<file path="src/rtl/serial_add_32b_pkg.sv">
// ---------------------------------------------------------------------------
// serial_add_32b_pkg
// Shared definitions for the bit-serial adder:
//   WIDTH   - operand/result width in bits
//   CNT_W   - bit-counter width, clog2(WIDTH)
//   state_e - controller state encoding
//   maj3    - majority-of-three, i.e. the carry function of a full adder
// ---------------------------------------------------------------------------
package serial_add_32b_pkg;

    localparam int WIDTH = 32;
    localparam int CNT_W = $clog2(WIDTH);

    typedef enum logic [1:0] {
        ST_IDLE = 2'd0,
        ST_RUN  = 2'd1,
        ST_DONE = 2'd2
    } state_e;

    function automatic logic maj3(input logic x, input logic y, input logic z);
        return (x & y) | (x & z) | (y & z);
    endfunction

endpackage

</file>
<file path="src/rtl/serial_add_32b_full.sv">
// ---------------------------------------------------------------------------
// add_full
// One-bit full adder. Same port order as the subtractor's sub_full cell.
// Ports:
//   S     out  sum bit, A ^ B ^ C_in
//   C_out out  carry out, majority(A, B, C_in)
//   A     in   operand bit
//   B     in   operand bit
//   C_in  in   carry in
// ---------------------------------------------------------------------------
module add_full
    import serial_add_32b_pkg::*;
(
    output logic S,
    output logic C_out,
    input  logic A,
    input  logic B,
    input  logic C_in
);

    assign S     = A ^ B ^ C_in;
    assign C_out = maj3(A, B, C_in);

endmodule

</file>
<file path="src/rtl/serial_add_32b.sv">
// ---------------------------------------------------------------------------
// serial_add_32b
// Bit-serial adder computing O = A + B + C_in, one bit per clock, LSB first,
// through a single full-adder cell. A start/busy/done handshake frames each
// 32-cycle operation.
// Ports:
//   clk    in   rising-edge clock
//   reset  in   asynchronous active-high reset
//   start  in   request, sampled only while busy is low
//   A, B   in   operands, captured on an accepted start
//   C_in   in   carry into bit 0, captured on an accepted start
//   busy   out  high while an operation is in progress
//   done   out  one-cycle pulse when O/C_out/V become valid
//   O      out  sum, held until the next result lands
//   C_out  out  carry out of bit 31
//   V      out  signed overflow, carry into bit 31 XOR carry out
// ---------------------------------------------------------------------------
module serial_add_32b
    import serial_add_32b_pkg::*;
(
    input  logic             clk,
    input  logic             reset,
    input  logic             start,
    input  logic [WIDTH-1:0] A,
    input  logic [WIDTH-1:0] B,
    input  logic             C_in,
    output logic             busy,
    output logic             done,
    output logic [WIDTH-1:0] O,
    output logic             C_out,
    output logic             V
);

    localparam logic [CNT_W-1:0] LAST_CNT = CNT_W'(WIDTH - 1);

    state_e           state_q, state_d;
    logic [WIDTH-1:0] a_q, a_d;
    logic [WIDTH-1:0] b_q, b_d;
    logic [WIDTH-1:0] res_q, res_d;
    logic             carry_q, carry_d;
    logic [CNT_W-1:0] cnt_q, cnt_d;
    logic [WIDTH-1:0] o_q, o_d;
    logic             c_out_q, c_out_d;
    logic             v_q, v_d;
    logic             busy_q, busy_d;
    logic             done_q, done_d;

    logic             sum_bit;
    logic             carry_next;

    // The single full-adder cell works on the current LSBs and the carry flop.
    add_full u_add_full (
        .S     (sum_bit),
        .C_out (carry_next),
        .A     (a_q[0]),
        .B     (b_q[0]),
        .C_in  (carry_q)
    );

    // Next-state logic for controller, datapath shift registers and flags.
    always_comb begin
        state_d = state_q;
        a_d     = a_q;
        b_d     = b_q;
        res_d   = res_q;
        carry_d = carry_q;
        cnt_d   = cnt_q;
        o_d     = o_q;
        c_out_d = c_out_q;
        v_d     = v_q;
        busy_d  = busy_q;
        done_d  = 1'b0;

        case (state_q)
            // DONE behaves like IDLE for acceptance, so a start in the done
            // cycle chains straight into the next operation.
            ST_IDLE, ST_DONE: begin
                if (start) begin
                    a_d     = A;
                    b_d     = B;
                    carry_d = C_in;
                    res_d   = {WIDTH{1'b0}};
                    cnt_d   = {CNT_W{1'b0}};
                    busy_d  = 1'b1;
                    state_d = ST_RUN;
                end else begin
                    busy_d  = 1'b0;
                    state_d = ST_IDLE;
                end
            end
            ST_RUN: begin
                a_d     = {1'b0, a_q[WIDTH-1:1]};
                b_d     = {1'b0, b_q[WIDTH-1:1]};
                // Sum bits enter at the MSB so bit 0 ends up at the bottom
                // after WIDTH shifts.
                res_d   = {sum_bit, res_q[WIDTH-1:1]};
                carry_d = carry_next;
                cnt_d   = cnt_q + CNT_W'(1);
                if (cnt_q == LAST_CNT) begin
                    o_d     = {sum_bit, res_q[WIDTH-1:1]};
                    c_out_d = carry_next;
                    // carry_q here is the carry into the top bit.
                    v_d     = carry_q ^ carry_next;
                    busy_d  = 1'b0;
                    done_d  = 1'b1;
                    state_d = ST_DONE;
                end else begin
                    busy_d  = 1'b1;
                    state_d = ST_RUN;
                end
            end
            default: begin
                busy_d  = 1'b0;
                state_d = ST_IDLE;
            end
        endcase
    end

    // State and datapath registers with asynchronous clear.
    always_ff @(posedge clk or posedge reset) begin
        if (reset) begin
            state_q <= ST_IDLE;
            a_q     <= {WIDTH{1'b0}};
            b_q     <= {WIDTH{1'b0}};
            res_q   <= {WIDTH{1'b0}};
            carry_q <= 1'b0;
            cnt_q   <= {CNT_W{1'b0}};
            o_q     <= {WIDTH{1'b0}};
            c_out_q <= 1'b0;
            v_q     <= 1'b0;
            busy_q  <= 1'b0;
            done_q  <= 1'b0;
        end else begin
            state_q <= state_d;
            a_q     <= a_d;
            b_q     <= b_d;
            res_q   <= res_d;
            carry_q <= carry_d;
            cnt_q   <= cnt_d;
            o_q     <= o_d;
            c_out_q <= c_out_d;
            v_q     <= v_d;
            busy_q  <= busy_d;
            done_q  <= done_d;
        end
    end

    assign busy  = busy_q;
    assign done  = done_q;
    assign O     = o_q;
    assign C_out = c_out_q;
    assign V     = v_q;

endmodule

</file>
<file path="config.mk">
export PLATFORM = sky130hd
export DESIGN_NAME = serial_add_32b
export DESIGN_NICKNAME = d
export VERILOG_FILES = /design/src/rtl/serial_add_32b_pkg.sv /design/src/rtl/serial_add_32b_full.sv /design/src/rtl/serial_add_32b.sv
export SDC_FILE = /design/constraint.sdc
export NUM_CORES = 1
export LEC_CHECK = 0
export ABC_AREA = 1
export CORE_UTILIZATION = 50
export DETAILED_ROUTE_END_ITERATION = 8
export PLACE_DENSITY_LB_ADDON = 0.08
export SKIP_CTS_REPAIR_TIMING = 1
export SLEW_MARGIN = 10
export SYNTH_ARGS = -nofsm -noshare
export SYNTH_HDL_FRONTEND = slang
export SYNTH_SLANG_ARGS = --single-unit
export TNS_END_PERCENT = 1
</file>
<file path="constraint.sdc">
create_clock -name clk -period 8.6 [get_ports clk]
set_clock_uncertainty 0.2 [all_clocks]
set_input_delay 0.86 -clock clk [delete_from_list [all_inputs] [get_ports clk]]
set_output_delay 0.86 -clock clk [all_outputs]
set_load 0.01 [all_outputs]
</file>
==> flow_metrics.py, run 1 <==
metrics = {
    "route": {
        "wl_um": 11400,
        "wire_per_inst_um": 11.7,
        "drc_errors": 0,
        "vias": 4577,
        "viasPerCell": 4.71,
        "drtPass1Iterations": 5,
        "drtIter0Drc": 294,
        "antenna_left": 0,
    },
    "yosys": {
        "synth_area_per_cell_um2": 8.08,
        "yosysMostFrequentCell": "nand2_1",
        "synth_ff_type": "dfrtp_1",
        "synth_compound_area_frac": 0.0629,
        "ys_ff_latch": 137,
        "synth_area_leaders": "dfrtp_1 (58%), nand2_1 (24%), inv_1 (6.4%)",
        "synth_top_family_by_area": "simple AND/OR/NAND/NOR gates",
        "synth_area_leader_cell": "dfrtp_1",
        "synth-seq-area-share": 0.584,
        "synth-xor-area-share": 0.00149,
        "synthCells": 726,
        "synthSimpleGateAreaFrac": 0.249,
        "netlist_area_um2": 5870,
        "synth_edf_count": 0,
        "syn-num-nets": 797,
        "synth_top_area_frac": 0.584,
        "muxShareOfSynthArea": 0,
        "synthArstFlopShare": 1.00,
        "ys_warn_count": 0,
        "ys_top_cells_by_count": "nand2_1 (371), dfrtp_1 (137), inv_1 (100), o22ai_1 (31), o21ai_1 (20)",
        "synth_cell_types": 21,
        "synthAdderAreaFrac": 0.00768,
    },
    "global_route": {
        "grt_pass1_wl_um": 19400,
        "grt_max_degree": 74,
        "grt_overflow": 0,
        "grt_util_all_layers": 0.210,
        "grt_pass1_vias": 4355,
        "antenna_found_initial": 0,
    },
    "timing": {
        "slew-limit-headroom": 0.255,
        "fmax_ghz": 0.324,
        "timing.setup.tns_ns": 0,
        "setup_ws_ns": 5.51,
        "period_minus_slack_ns": 3.09,
        "hold_viol_final": 0,
        "fin_crit_sh": 0.359,
        "setup_viol": 0,
        "drv_slew": 0,
        "worst-slew-pin-transition_ns": 1.12,
        "whs_ns": 0.277,
        "rsz0062_at_grt": "false",
    },
    "critical_path": {
        "critPathCaptureType": "register",
        "timing.critical_path.buf_inv": 1,
        "slowest_stage": "inv_2",
        "max_stage_delay_ns": 0.99,
        "crit_family": "simple AND/OR/NAND/NOR gates",
        "worstPathRequired_ns": 8.74,
        "setup.worst_path.class": "reg2reg",
        "critPathArrivalTime_ns": 3.23,
        "crit_fanout": 69,
        "path_cells": "nand2_2, nand2_2, inv_2, nand2_1, nand2_1",
        "start_kind": "register",
    },
    "finish": {
        "diodes": 0,
        "drive_gt1_frac": 0.0470,
        "multi_input_area_um2": 1890,
        "final_area_um2": 7520,
        "seqCellArea_um2": 3430,
        "area_growth_pct": 28.2,
        "fin_nets": 888,
        "fill_cells": 985,
    },
    "placed_design": {
        "placed_area_um2": 6940,
        "gp_congestion": 0.732,
        "place_ws_ns": 5.29,
        "io_buffers": 103,
        "hpwlAfterDp_um": 7140,
    },
    "min_path": {
        "hold_class": "reg2reg",
    },
    "clocking": {
        "cts_tree": "done",
        "numCtsBuffers": 17,
        "root_buffer": "clkbuf_16",
        "htreeDepth": 4,
        "cts_buffer_depth": 2,
        "cts_sinks": 137,
        "clkTransAtPathRegs_ns": 0.05,
        "clk_latency_ns": 0.41,
    },
    "floorplan": {
        "die_width_um": 110,
        "dieArea_um2": 12200,
        "die_height_um": 110,
        "coreArea_um2": 11400,
        "rows": 39,
        "ios": 104,
        "start_util": 0.514,
    },
    "run": {
        "maxCapViolCount": 0,
    },
    "power_and_ir_drop": {
        "p_per_area_nw_per_um2": 374,
        "leakage_nw": 3.97,
        "ir_worst_vdd_v": 0.000200,
    },
    "outcome": {
        "status": "finished clean",
    },
}
## final cells by class
cell class / instances / area share
multi-input cells: 453 / 0.251
inverters: 102 / 0.0516
clock buffers: 24 / 0.0654
repair buffers: 106 / 0.140
well taps: 143 / 0.0238
flip-flops and latches: 137 / 0.456
clock inverters: 7 / 0.0121
## sequential cells by signal (all words and copies together), names as in the netlist
signal   flops
cnt_q        5
state_q      1
carry_q      1
b_q         32
V            1
C_out        1
a_q         32
O           32
done         1
res_q       31
## layout by cell type (no fill, tap or decap)
master | netlist | routed
nand4_1 | 1 | 1
clkinv_4 | 0 | 1
o22ai_1 | 31 | 31
clkbuf_8 | 0 | 4
clkbuf_1 | 9 | 3
inv_6 | 0 | 1
bufinv_16 | 0 | 2
clkbuf_16 | 0 | 17
clkinvlp_4 | 0 | 1
buf_4 | 5 | 3
nor2_1 | 5 | 4
a21oi_1 | 1 | 1
nand2_1 | 371 | 371
inv_1 | 100 | 99
clkdlybuf4s50_1 | 0 | 103
o21ai_0 | 14 | 14
nor2_4 | 1 | 2
clkinv_2 | 0 | 3
nand2_2 | 3 | 3
ha_1 | 2 | 2
dfrtp_1 | 137 | 137
o21ai_1 | 20 | 20
xnor2_1 | 1 | 1
inv_2 | 2 | 2
nand3_1 | 2 | 2
fa_1 | 1 | 1
## kinds of logic (layout without fill, tap and decap cells)
| family | Yosys count | in the layout |
|---|---|---|
| compound gates | 66 | 66 |
| simple gates | 383 | 383 |
| buf+inv | 136 | 239 |
| xor+xnor | 1 | 1 |
| flops | 137 | 137 |
| fa+ha+maj | 3 | 3 |
## routing by layer
metal	vias to the layer above	GRT usage	share of wire
li1	2358	-	-
met1	2109	0.255	0.46
met2	92	0.359	0.49
met3	18	0.0459	0.032
met4	0	0.0893	0.018
met5	-	0	0
## worst min-delay path, stage by stage, from the launching register on
cell and delay, ns:
dfrtp_1 0.34, nand2_1 0.05, nand2_1 0.06
## where the power goes
group	internal, mW	leakage (nW)	switching, mW	total, mW
clock network	0.455	0.286	0.255	0.710
logic	0.423	2.01	0.583	1.01
registers	0.946	1.67	0.148	1.09
total	1.82	3.97	0.986	2.81
## through the flow
step,power (mW),instances,util
6_report,2.81,972,0.659
5_1_grt,3.05,972,0.659
4_1_cts,2.84,972,0.659
3_5_place_dp,2.11,941,0.607
3_3_place_gp,2.07,941,0.607
2_1_floorplan,1.79,726,-
## path summary, 6_finish.rpt
kind	startpoint	endpoint	slack [ns]	cells past startpoint
max	state_q[0]	a_q[18]	5.51	5
min	a_q[16]	a_q[16]	0.28	2
max reg2reg	state_q[0]	a_q[18]	5.51	5
min reg2reg	a_q[16]	a_q[16]	0.28	2
max in group asynchronous	reset	b_q[19]	6.18	3
min in group asynchronous	reset	O[5]	0.68	2
No activity file was read; power rests on OpenSTA's default activity.
==> run 2, diff against run 1 <==
--- a/config.mk
+++ b/config.mk
@@ -6,7 +6,7 @@
 export NUM_CORES = 1
 export LEC_CHECK = 0
 export ABC_AREA = 1
-export CORE_UTILIZATION = 50
+export CORE_UTILIZATION = 47
 export DETAILED_ROUTE_END_ITERATION = 8
 export PLACE_DENSITY_LB_ADDON = 0.08
 export SKIP_CTS_REPAIR_TIMING = 1
==> constraint.sdc (replaced) <==
create_clock -name clk -period 2.8 [get_ports clk]
set_clock_uncertainty 0.2 [all_clocks]
set_input_delay 0.28 -clock clk [delete_from_list [all_inputs] [get_ports clk]]
set_output_delay 0.28 -clock clk [all_outputs]
set_load 0.01 [all_outputs]
==> flow_metrics.py, run 2 (synthesis gave the netlist of run 1 again) <==
metrics = {
    "route": {
        "vias": 4601,
        "antenna_left": 0,
        "drtPass1Iterations": 4,
        "drtIter0Drc": 285,
        "viasPerCell": 4.59,
        "wire_per_inst_um": 11.7,
        "drc_errors": 0,
        "wl_um": 11700,
    },
    "critical_path": {
        "worstPathRequired_ns": 2.32,
        "crit_family": "buffers and inverters",
        "timing.critical_path.buf_inv": 1,
        "start_kind": "register",
        "critPathCaptureType": "output port",
        "critPathArrivalTime_ns": 1.46,
        "path_cells": "clkdlybuf4s50_1",
        "setup.worst_path.class": "reg2out",
        "max_stage_delay_ns": 0.58,
        "crit_fanout": 4,
        "slowest_stage": "clkdlybuf4s50_1",
    },
    "clocking": {
        "cts_sinks": 137,
        "clkTransAtPathRegs_ns": 0.05,
        "cts_tree": "done",
        "cts_buffer_depth": 2,
        "htreeDepth": 4,
        "root_buffer": "clkbuf_16",
        "numCtsBuffers": 17,
        "clk_latency_ns": 0.41,
    },
    "timing": {
        "fin_crit_sh": 0.692,
        "period_minus_slack_ns": 1.94,
        "whs_ns": 0.150,
        "rsz0062_at_grt": "false",
        "slew-limit-headroom": 0.648,
        "hold_viol_final": 0,
        "setup_viol": 0,
        "fmax_ghz": 0.516,
        "worst-slew-pin-transition_ns": 0.527,
        "timing.setup.tns_ns": 0,
        "drv_slew": 0,
    },
    "global_route": {
        "grt_overflow": 0,
        "antenna_found_initial": 0,
        "grt_max_degree": 97,
        "grt_util_all_layers": 0.199,
        "grt_pass1_vias": 4531,
        "grt_pass1_wl_um": 20200,
    },
    "min_path": {
        "hold_class": "in2async",
    },
    "finish": {
        "area_growth_pct": 31.6,
        "final-instance-count-excl-fill": 1002,
        "layout_common_cells": "nand2_1 (371), dfrtp_1 (137), clkdlybuf4s50_1 (103)",
        "fin_nets": 893,
        "final_common_cell": "nand2_1",
        "diodes": 0,
        "drive_gt1_frac": 0.0528,
    },
    "placed_design": {
        "gp_congestion": 0.777,
        "hpwlAfterDp_um": 7350,
        "io_buffers": 103,
        "place_inst": 971,
    },
    "power_and_ir_drop": {
        "ir_worst_vdd_v": 0.000511,
        "p_per_area_nw_per_um2": 1160,
        "leakage_nw": 4.04,
    },
    "floorplan": {
        "dieArea_um2": 12900,
        "die_height_um": 114,
        "die_width_um": 114,
        "ios": 104,
        "start_util": 0.484,
        "rows": 40,
        "coreArea_um2": 12100,
    },
    "outcome": {
        "status": "finished clean",
    },
    "run": {
        "maxCapViolCount": 0,
    },
}
==> run 2: changes by cell type in the layout (fill, tap and decap cells not counted) <==
| cell | delta |
|---|---|
| buf_12 | +5 |
| clkinv_2 | -2 |
| bufinv_16 | +3 |
| inv_6 | -1 |
| clkinv_4 | -1 |
| clkinvlp_4 | +1 |
==> run 2: worst paths after layout <==
kind	endpoint	from	slack [ns]	cells past startpoint
max	busy	state_q[0]	0.86	1
min	O[18]	reset	0.15	3
max reg2reg	O[17]	state_q[0]	0.90	7
min reg2reg	b_q[31]	b_q[31]	0.27	2
max in group asynchronous	a_q[30]	reset	1.82	3
min in group clk	a_q[31]	A[31]	0.23	3
==> run 2: area by class of cell <==
type | count | area (um2)
repair buffers | 111 | 1150
well taps | 168 | 210
clock buffers | 24 | 492
fillers | 1086 | 4390
inverters | 102 | 387
clock inverters | 7 | 163
multi-input cells | 453 | 1890
flip-flops and latches | 137 | 3430
==> run 2: metrics by stage <==
| stage | cell area [um2] | worst slack (ns) | power, mW | utilization |
|---|---|---|---|---|
| 2_1_floorplan | 5870 | 0.613 | 5.49 | - |
| 3_3_place_gp | 7070 | 0.851 | 6.44 | 0.583 |
| 3_5_place_dp | 7070 | 0.802 | 6.58 | 0.583 |
| 4_1_cts | 7720 | 0.843 | 9.08 | 0.638 |
| 5_1_grt | 7720 | 0.750 | 9.70 | 0.638 |
| 6_report | 7720 | 0.862 | 8.98 | 0.638 |
==> run 2: power breakdown <==
group | leakage [nW] | internal, mW | switching [mW]
clock | 0.317 | 1.67 | 0.776
sequential | 1.67 | 2.90 | 0.461
combinational | 2.06 | 1.37 | 1.80
==> run 2: routing by layer <==
metal / global-route usage / vias up / part of all wire
met1: 0.232 / 2139 / 0.44
met2: 0.351 / 88 / 0.51
li1: - / 2361 / -
met3: 0.0494 / 13 / 0.038
met5: 0 / - / 0
met4: 0.0842 / 0 / 0.017
